**src/rtl/posit_cmd_queue.sv**
```systemverilog
// Command FIFO and one-at-a-time dispatcher between the core data bus and the
// posit vector coprocessor; the core polls STATUS/RESULT instead of stalling.
module posit_cmd_queue #(
  parameter int DEPTH   = 4,
  parameter int TIMEOUT = 255
) (
  input  logic        clk,
  input  logic        rst,
  input  logic        req_i,
  input  logic        we_i,
  input  logic [31:0] addr_i,
  input  logic [31:0] wdata_i,
  output logic        gnt_o,
  output logic        rvalid_o,
  output logic [31:0] rdata_o,
  output logic        gpup_req_o,
  output logic [31:0] gpup_addr_o,
  output logic [31:0] gpup_wdata_o,
  input  logic        gpup_rvalid_i,
  input  logic [31:0] gpup_rdata_i
);
  localparam int AW = (DEPTH > 1) ? $clog2(DEPTH) : 1;
  localparam int CW = $clog2(DEPTH + 1);

  localparam logic [1:0] S_IDLE  = 2'd0;
  localparam logic [1:0] S_ISSUE = 2'd1;
  localparam logic [1:0] S_WAIT  = 2'd2;

  logic [1:0]    state;
  logic [63:0]   mem [0:DEPTH-1];
  logic [AW-1:0] wptr, rptr;
  logic [CW-1:0] count;
  logic [15:0]   timer;
  logic [31:0]   result;
  logic          result_valid, err_timeout;

  logic        is_cmd, full, push, pop, busy;
  logic        rd_result, clr_err, complete, expire;
  logic [31:0] status, rmux;

  assign is_cmd = (addr_i[3:2] == 2'd0);
  assign full   = (count == CW'(DEPTH));
  // A pop this cycle does not free space for a push this cycle.
  assign gnt_o  = req_i & ~(we_i & is_cmd & full);
  assign push   = gnt_o & we_i & is_cmd;
  assign pop    = (state == S_ISSUE);

  assign rd_result = gnt_o & ~we_i & (addr_i[3:2] == 2'd2);
  assign clr_err   = gnt_o & we_i & (addr_i[3:2] == 2'd1) & wdata_i[31];
  assign complete  = (state == S_WAIT) & gpup_rvalid_i;
  assign expire    = (state == S_WAIT) & ~gpup_rvalid_i & (timer == 16'(TIMEOUT - 1));

  assign busy   = (state != S_IDLE) | (count != '0);
  assign status = {err_timeout, result_valid, busy, 21'b0, 8'(count)};

  always_comb begin
    rmux = '0;
    case (addr_i[3:2])
      2'd1:    rmux = status;
      2'd2:    rmux = result;
      default: rmux = '0;
    endcase
  end

  assign gpup_req_o   = (state == S_ISSUE);
  assign gpup_addr_o  = gpup_req_o ? mem[rptr][63:32] : '0;
  assign gpup_wdata_o = gpup_req_o ? mem[rptr][31:0]  : '0;

  always_ff @(posedge clk) begin
    if (push) mem[wptr] <= {addr_i, wdata_i};
  end

  always_ff @(posedge clk or posedge rst) begin
    if (rst) begin
      wptr  <= '0;
      rptr  <= '0;
      count <= '0;
    end else begin
      if (push) wptr <= wptr + 1'b1;
      if (pop)  rptr <= rptr + 1'b1;
      case ({push, pop})
        2'b10:   count <= count + 1'b1;
        2'b01:   count <= count - 1'b1;
        default: count <= count;
      endcase
    end
  end

  // timer holds (cycles since ISSUE) - 1 while in WAIT
  always_ff @(posedge clk or posedge rst) begin
    if (rst) begin
      state <= S_IDLE;
      timer <= '0;
    end else begin
      case (state)
        S_IDLE:  if (count != '0) state <= S_ISSUE;
        S_ISSUE: begin
          state <= S_WAIT;
          timer <= '0;
        end
        S_WAIT: begin
          timer <= timer + 1'b1;
          if (complete || expire) state <= S_IDLE;
        end
        default: state <= S_IDLE;
      endcase
    end
  end

  always_ff @(posedge clk or posedge rst) begin
    if (rst) begin
      result       <= '0;
      result_valid <= 1'b0;
      err_timeout  <= 1'b0;
    end else begin
      if (complete) result <= gpup_rdata_i;
      if (complete)       result_valid <= 1'b1;
      else if (rd_result) result_valid <= 1'b0;
      if (expire)       err_timeout <= 1'b1;
      else if (clr_err) err_timeout <= 1'b0;
    end
  end

  always_ff @(posedge clk or posedge rst) begin
    if (rst) begin
      rvalid_o <= 1'b0;
      rdata_o  <= '0;
    end else begin
      rvalid_o <= gnt_o;
      rdata_o  <= (gnt_o & ~we_i) ? rmux : '0;
    end
  end
endmodule

```
**config.mk**
```make
export PLATFORM = sky130hd
export DESIGN_NAME = posit_cmd_queue
export DESIGN_NICKNAME = d
export VERILOG_FILES = /design/src/rtl/posit_cmd_queue.sv
export SDC_FILE = /design/constraint.sdc
export NUM_CORES = 1
export LEC_CHECK = 0
export BUFFER_PORTS_ARGS = -buffer_cell sky130_fd_sc_hd__clkbuf_2
export CORE_ASPECT_RATIO = 0.5
export CORE_MARGIN = 5
export CORE_UTILIZATION = 60
export CTS_CLUSTER_DIAMETER = 80
export CTS_CLUSTER_SIZE = 28
export DETAILED_ROUTE_END_ITERATION = 10
export GPL_TIMING_DRIVEN = 0
export HOLD_SLACK_MARGIN = 0.1
export PLACE_DENSITY_LB_ADDON = 0.12
export SKIP_LAST_GASP = 1
export SLEW_MARGIN = 25
export SYNTH_ARGS = -nofsm -noshare
export SYNTH_HDL_FRONTEND = slang
export SYNTH_SLANG_ARGS = --single-unit
```
**constraint.sdc**
```tcl
create_clock -name clk -period 4.51 [get_ports clk]
set_input_delay 0.6765 -clock clk [delete_from_list [all_inputs] [get_ports clk]]
set_output_delay 0.6765 -clock clk [all_outputs]
set_load 0.01 [all_outputs]
```
==> results of run 1 <==
## flip-flops by register name, indices dropped and copies added, names as in the netlist
| name | count |
|---|---|
| count | 3 |
| err_timeout | 1 |
| mem | 256 |
| rdata_o | 32 |
| result | 32 |
| result_valid | 1 |
| rptr | 2 |
| rvalid_o | 1 |
| state | 2 |
| timer | 16 |
| wptr | 2 |
## layer usage
layer | vias up | share of wire | global-route usage
li1 | 3141 | - | -
met1 | 3510 | 0.42 | 0.269
met2 | 175 | 0.50 | 0.337
met3 | 23 | 0.066 | 0.0568
met4 | 0 | 0.012 | 0.0249
met5 | - | 0 | 0
## cell usage in the layout (no fill, tap or decap), types with 2 or more instances in the layout
cell	Yosys	routed
a21oi_1	5	5
a22oi_1	5	5
a31o_1	2	2
and2_1	94	90
and2_4	0	4
buf_16	0	4
buf_2	13	13
buf_6	5	5
clkbuf_1	11	20
clkbuf_16	0	17
clkbuf_2	0	199
dfrtp_1	92	92
edfxtp_1	256	256
ha_1	13	13
inv_1	19	18
mux2_2	32	32
mux2i_1	3	3
mux4_2	64	64
nand2_1	15	15
nand2b_1	3	3
nand3_1	5	5
nand4_1	3	3
nor2_1	17	17
nor2b_1	2	2
nor3_1	6	6
o21ai_0	5	5
or3_1	2	2
xnor2_1	10	10
xor2_1	3	3
## Yosys cell counts (6+ instances only)
cell type	n
and2_1	94
nor2_1	17
mux2_2	32
dfrtp_1	92
nor3_1	6
buf_2	13
mux4_2	64
clkbuf_1	11
edfxtp_1	256
inv_1	19
nand2_1	15
xnor2_1	10
ha_1	13
## critical path, delay by kind of cell (launching register included)
kind | cells | cell delay (ns)
adder cells (fa/ha/maj) | 1 | 0.45
buffers and inverters | 4 | 1.14
flip-flops | 1 | 0.41
AND/OR/NAND/NOR | 1 | 0.21
## kinds of logic (layout without fill, tap and decap cells)
kind of cell	after synthesis	count (layout)	synth area share
AOI/OAI and AO/OA	23	23	0.0122
and+or+nand+nor	159	159	0.0727
buffers and inverters	49	280	0.0178
adders and majority gates	14	14	0.0135
DFF	348	348	0.738
xor gates and xnor gates	13	13	0.00841
muxes	101	101	0.137
## through the flow
step | setup TNS [ns] | total power (W) | hold WS (ns) | cells | setup WS [ns]
after floorplan | 0 | 0.00557 | 0.447 | 707 | 1.03
after global placement | -108.58 | 0.00627 | 0.456 | 1206 | -0.458
after detailed placement | 0 | 0.00634 | 0.460 | 1211 | 1.56
after CTS | 0 | 0.00797 | 0.103 | 1238 | 1.03
after global routing | 0 | 0.00831 | 0.109 | 1238 | 0.897
final | 0 | 0.00785 | 0.112 | 1238 | 1.11
## final timing paths
| path | startpoint | endpoint | slack [ns] | depth (start not counted) |
|---|---|---|---|---|
| max in group asynchronous | rst | result[30] | 3.78 | 3 |
| setup reg to reg | count[0] | mem[2][10] | 2.19 | 6 |
| setup / recovery | state[1] | gpup_wdata_o[21] | 1.11 | 6 |
| min in group clk | addr_i[11] | mem[2][43] | 0.38 | 1 |
| hold / removal | rst | result[12] | 0.11 | 2 |
| hold reg to reg | result[3] | rdata_o[3] | 0.46 | 1 |
## power groups by stage
stage	clock (W)	sequential, W	combinational (W)
detailed placement	0	0.00392	0.00242
finish	0.00165	0.00385	0.00236
global route	0.00183	0.00389	0.00259
CTS	0.00169	0.00385	0.00243
global placement	0	0.00391	0.00236
floorplan	0	0.00389	0.00168
## area by class of cell
class / count / area [sq um] / area share
repair buffers: 204 / 1130 / 0.0725
clock buffers: 26 / 459 / 0.0296
flip-flops and latches: 348 / 9990 / 0.643
multi-input cells: 310 / 3310 / 0.213
inverters: 19 / 76.3 / 0.00492
clock inverters: 1 / 16.3 / 0.00105
well taps: 300 / 375 / 0.0242
plain buffers: 30 / 170 / 0.0110
==> results.yml, run 1 <==
run_status:
  status: "complete, no violations"
logic_synthesis:
  syn_area_per_cell_sq_um: 19.1
  synth-seq-cells: 348
  syn_inst: 707
  ys_warn_count: 0
  async_reset_ff_frac: 0.264
  synth_edf_count: 256
  synth_nets: 822
  synth_area_leader_cell: "edfxtp_1"
  yosysSeqAreaShare: 0.738
  syn_area_sq_um: 13500
  synth_top_area_share: 0.568
  synth.area.top_cells: "edfxtp_1 57%, dfrtp_1 17%, mux4_2 11%, and2_1 4.3%, mux2_2 2.7%"
  synth_cell_types: 47
  ys.flop_type: "edfxtp_1"
place:
  dpl_cell_area_sq_um: 15100
  place.gp.congestion: 0.731
  post-dp-hpwl_mm: 16.8
  port_buffers: 199
clock_network:
  cts_setup_buffers: 0
  cts_resized: 0
  cts-buffers-inserted: 16
  cts_htree_levels: 1
  holdBufCountCts: 0
  root_buffer: "clkbuf_16"
  clockBufferDepth: 3
  cts.sinks: 348
  clkSlewWorstSetupHoldPaths_ns: 0.11
  cts_tree: "done"
  clock_latency_ns: 0.51
die:
  ioPinCount: 200
  dieArea_sq_um: 25800
  std_cell_rows: 38
  initial_core_util: 0.617
  die_width_microns: 222
  core_sq_um: 21900
  die_h_microns: 116
worst_setup_path:
  cp_common_cell: "clkbuf_1"
  worstPathArrival_ns: 2.73
  slowest_stage: "clkbuf_1"
  max_stage_delay_ns: 0.48
  cp-end-kind: "output port"
  start_kind: "register"
  crit_fanout: 10
  crit_type: "register to output port"
  crit_chain: "inv_1, ha_1, clkbuf_1, clkbuf_1, and2_1, clkbuf_2"
  crit_required_ns: 3.83
sta:
  drv_slew: 0
  relSlewSlack: 0.561
  fin_skew_ns: 0.0239
  finalCriticalPeriod_ns: 3.40
  final-hold-violation-count: 0
  period_share: 0.755
  rsz0062_at_grt: "false"
  worstMarginPinSlew_ns: 0.659
  fmax_mhz: 294
  setup_viol: 0
global_route:
  grt_usage: 0.197
  grt_pass1_wl_mm: 39.8
  grt_start_max_net_pins: 69
  grt_pass1_vias: 7227
  antenna_found_initial: 0
  grt_remaining_overflow: 0
power_and_ir_drop:
  peakVddDrop_mv: 0.328
  p_leak_nw: 5.98
  p_switching_w: 0.00223
  seqPwrFrac: 0.490
  combinationalPowerShare: 0.300
  p_int_w: 0.00562
  p_clk_frac: 0.210
  swShare: 0.284
  powerDensity_nw_per_um2: 506
routing:
  detail-route-antenna-nets: 0
  firstDrtPassIters: 5
  drt-total-wl_mm: 24.8
  vias: 6849
  drtIter0Drc: 392
  avgRoutedWirePerCell_microns: 20.0
  drc_errors: 0
  viasPerCell: 5.53
layout:
  nNetsFinal: 1044
  n_fill_cell: 1457
  area_growth_pct: 14.7
  diodes: 0
  drive_gt1_frac: 0.375
  post-route-util: 0.708
  final_area_sq_um: 15500
job:
  cap_viol_max_count: 0
worst_hold_path:
  hold_class: "primary input to async pin"
No activity file was read; power rests on OpenSTA's default activity.
==> run 2, diff against run 1 <==
- CORE_UTILIZATION: 60 -> 57
- clock period: 4.51 -> 3.2 ns (I/O delays scaled with it)
==> run 2 against run 1 <==
  * Sequential power increased by 41%
  * Design area barely moved
  * Largest power group unchanged
  * Via count down 1.2%
  * Clock-buffer cell count shrank 5
  * Sequential share of layout area about the same
  * Non-clock buffer count rose by 1
  * Routed wire length rose by 1.3%
  * Sequential cell count is the same
  * Combinational power up 42%
  * Final cell count increased by 0.24%
==> results.yml, run 2 (same netlist as run 1, synthesis figures left out) <==
worst_setup_path:
  cp_common_cell: "clkbuf_2"
  crit_type: "register to output port"
  worstPathArrival_ns: 2.50
  cp-end-kind: "output port"
  critPathBufInv: 4
  crit_required_ns: 2.72
  max_stage_delay_ns: 0.41
  crit_chain: "inv_1, ha_1, clkbuf_2, clkbuf_1, and2_1, clkbuf_2"
  crit_fanout: 10
  slowest_stage: "dfrtp_1"
  start_kind: "register"
  cp_top_family: "buffers and inverters"
layout:
  regMostFlops: "mem"
  diodes: 0
  layout_commonest_cell: "edfxtp_1"
  largest_reg_flops: 256
  layout.cells.non_filler: 1241
  nNetsFinal: 1045
  top_regs: "mem (256), rdata_o (32), result (32)"
  area_growth_pct: 14.8
  drive_gt1_frac: 0.379
  final_cell_mix: "256 x edfxtp_1, 201 x clkbuf_2, 92 x dfrtp_1"
  final_area_sq_um: 15500
routing:
  vias: 6770
  drtIter0Drc: 393
  firstDrtPassIters: 4
  viasPerCell: 5.46
  dr_wl_met3_mm: 1.56
  avgRoutedWirePerCell_microns: 20.2
  drc_errors: 0
  met1_length_mm: 10.6
  detail-route-antenna-nets: 0
  top_layer_used: "met4"
  dr_wl_met2_mm: 12.7
  drt-total-wl_mm: 25.1
global_route:
  antenna_found_initial: 0
  grt_pass1_wl_mm: 39.8
  grt_usage: 0.186
  grt_pass1_vias: 7172
  grt_remaining_overflow: 0
  grt_start_max_net_pins: 52
die:
  core_sq_um: 23100
  die_h_microns: 119
  initial_core_util: 0.586
  ioPinCount: 200
  dieArea_sq_um: 27100
  std_cell_rows: 39
  die_width_microns: 228
run_status:
  status: "complete, no violations"
clock_network:
  cts_setup_buffers: 0
  clock_latency_ns: 0.51
  cts_tree: "done"
  cts_htree_levels: 1
  root_buffer: "clkbuf_16"
  cts-buffers-inserted: 16
  cts.sinks: 348
  clkSlewWorstSetupHoldPaths_ns: 0.11
  clockBufferDepth: 3
sta:
  finalCriticalPeriod_ns: 2.98
  fmax_mhz: 336
  relSlewSlack: 0.587
  fin_skew_ns: 0.0196
  final-hold-violation-count: 0
  fin_setup_tns_ns: 0
  worst_slack_ns: 0.220
  drv_slew: 0
  rsz0062_at_grt: "false"
  worstMarginPinSlew_ns: 0.620
  setup_viol: 0
  period_share: 0.931
power_and_ir_drop:
  p_clk_frac: 0.207
  combinationalPowerShare: 0.302
  p_int_w: 0.00790
  powerDensity_nw_per_um2: 712
  p_switching_w: 0.00316
  p_leak_nw: 5.99
  total_power_w: 0.0111
  peakVddDrop_mv: 0.379
  seqPwrFrac: 0.491
  swShare: 0.286
place:
  dpl_cell_area_sq_um: 15100
  pre_cts_slack_ns: 0.449
  post-dp-hpwl_mm: 17.0
  place.gp.congestion: 0.768
  dp.cells: 1218
  port_buffers: 199
job:
  cap_viol_max_count: 0
worst_hold_path:
  hold_class: "primary input to register"
==> run 2: final timing paths <==
check | start | end | slack (ns) | cells past startpoint
max reg2reg | count[0] | count[2] | 0.84 | 11
min reg2reg | result[21] | rdata_o[21] | 0.46 | 1
min | addr_i[14] | mem[3][46] | 0.17 | 1
max | state[1] | gpup_wdata_o[12] | 0.22 | 6
min in group asynchronous | rst | timer[9] | 0.52 | 3
max in group asynchronous | rst | result[21] | 2.08 | 4
==> run 2: power groups by stage <==
stage	registers (W)	logic [W]	clock network, W
detailed placement	0.00553	0.00343	0
finish	0.00543	0.00334	0.00229
CTS	0.00543	0.00344	0.00236
global route	0.00548	0.00368	0.00252
global placement	0.00551	0.00335	0
floorplan	0.00548	0.00236	0
==> run 2: what timing repair did <==
item,4_1_cts,5_1_grt
endpoints found under the setup margin,14,5
endpoints found under the hold margin,41,0
gates resized for setup,1,2
hold buffers,1,0
==> run 2: per-stage QoR <==
step | util | hold WS [ns]
floorplan | - | 0.447
global placement | 0.646 | 0.454
detailed placement | 0.653 | 0.460
CTS | 0.673 | 0.159
global route | 0.673 | 0.148
finish | 0.673 | 0.173
==> run 2: worst reg2reg max path: cells and delay by family, from the launching register on <==
family	cells	cell delay, ns
buffers and inverters	3	0.30
flip-flops	1	0.46
XOR/XNOR	2	0.30
AO/OA/AOI/OAI	1	0.18
AND/OR/NAND/NOR	3	0.50
adder cells (fa/ha/maj)	2	0.55
==> run 2: area by class of cell <==
| cell class | instances | area, sq um |
|---|---|---|
| Sequential cell | 348 | 9990 |
| Fill cell | 1585 | 7540 |
| Multi-Input combinational cell | 310 | 3310 |
| Timing Repair Buffer | 205 | 1140 |
| Clock buffer | 21 | 440 |
| Tap cell | 307 | 384 |
| Buffer | 30 | 173 |
| Inverter | 19 | 76.3 |
| Clock inverter | 1 | 16.3 |
==> run 2: per-layer routing <==
metal | vias to the layer above | GRT usage
met4 | 0 | 0.0260
met2 | 137 | 0.323
met3 | 28 | 0.0530
li1 | 3121 | -
met5 | - | 0
met1 | 3484 | 0.245
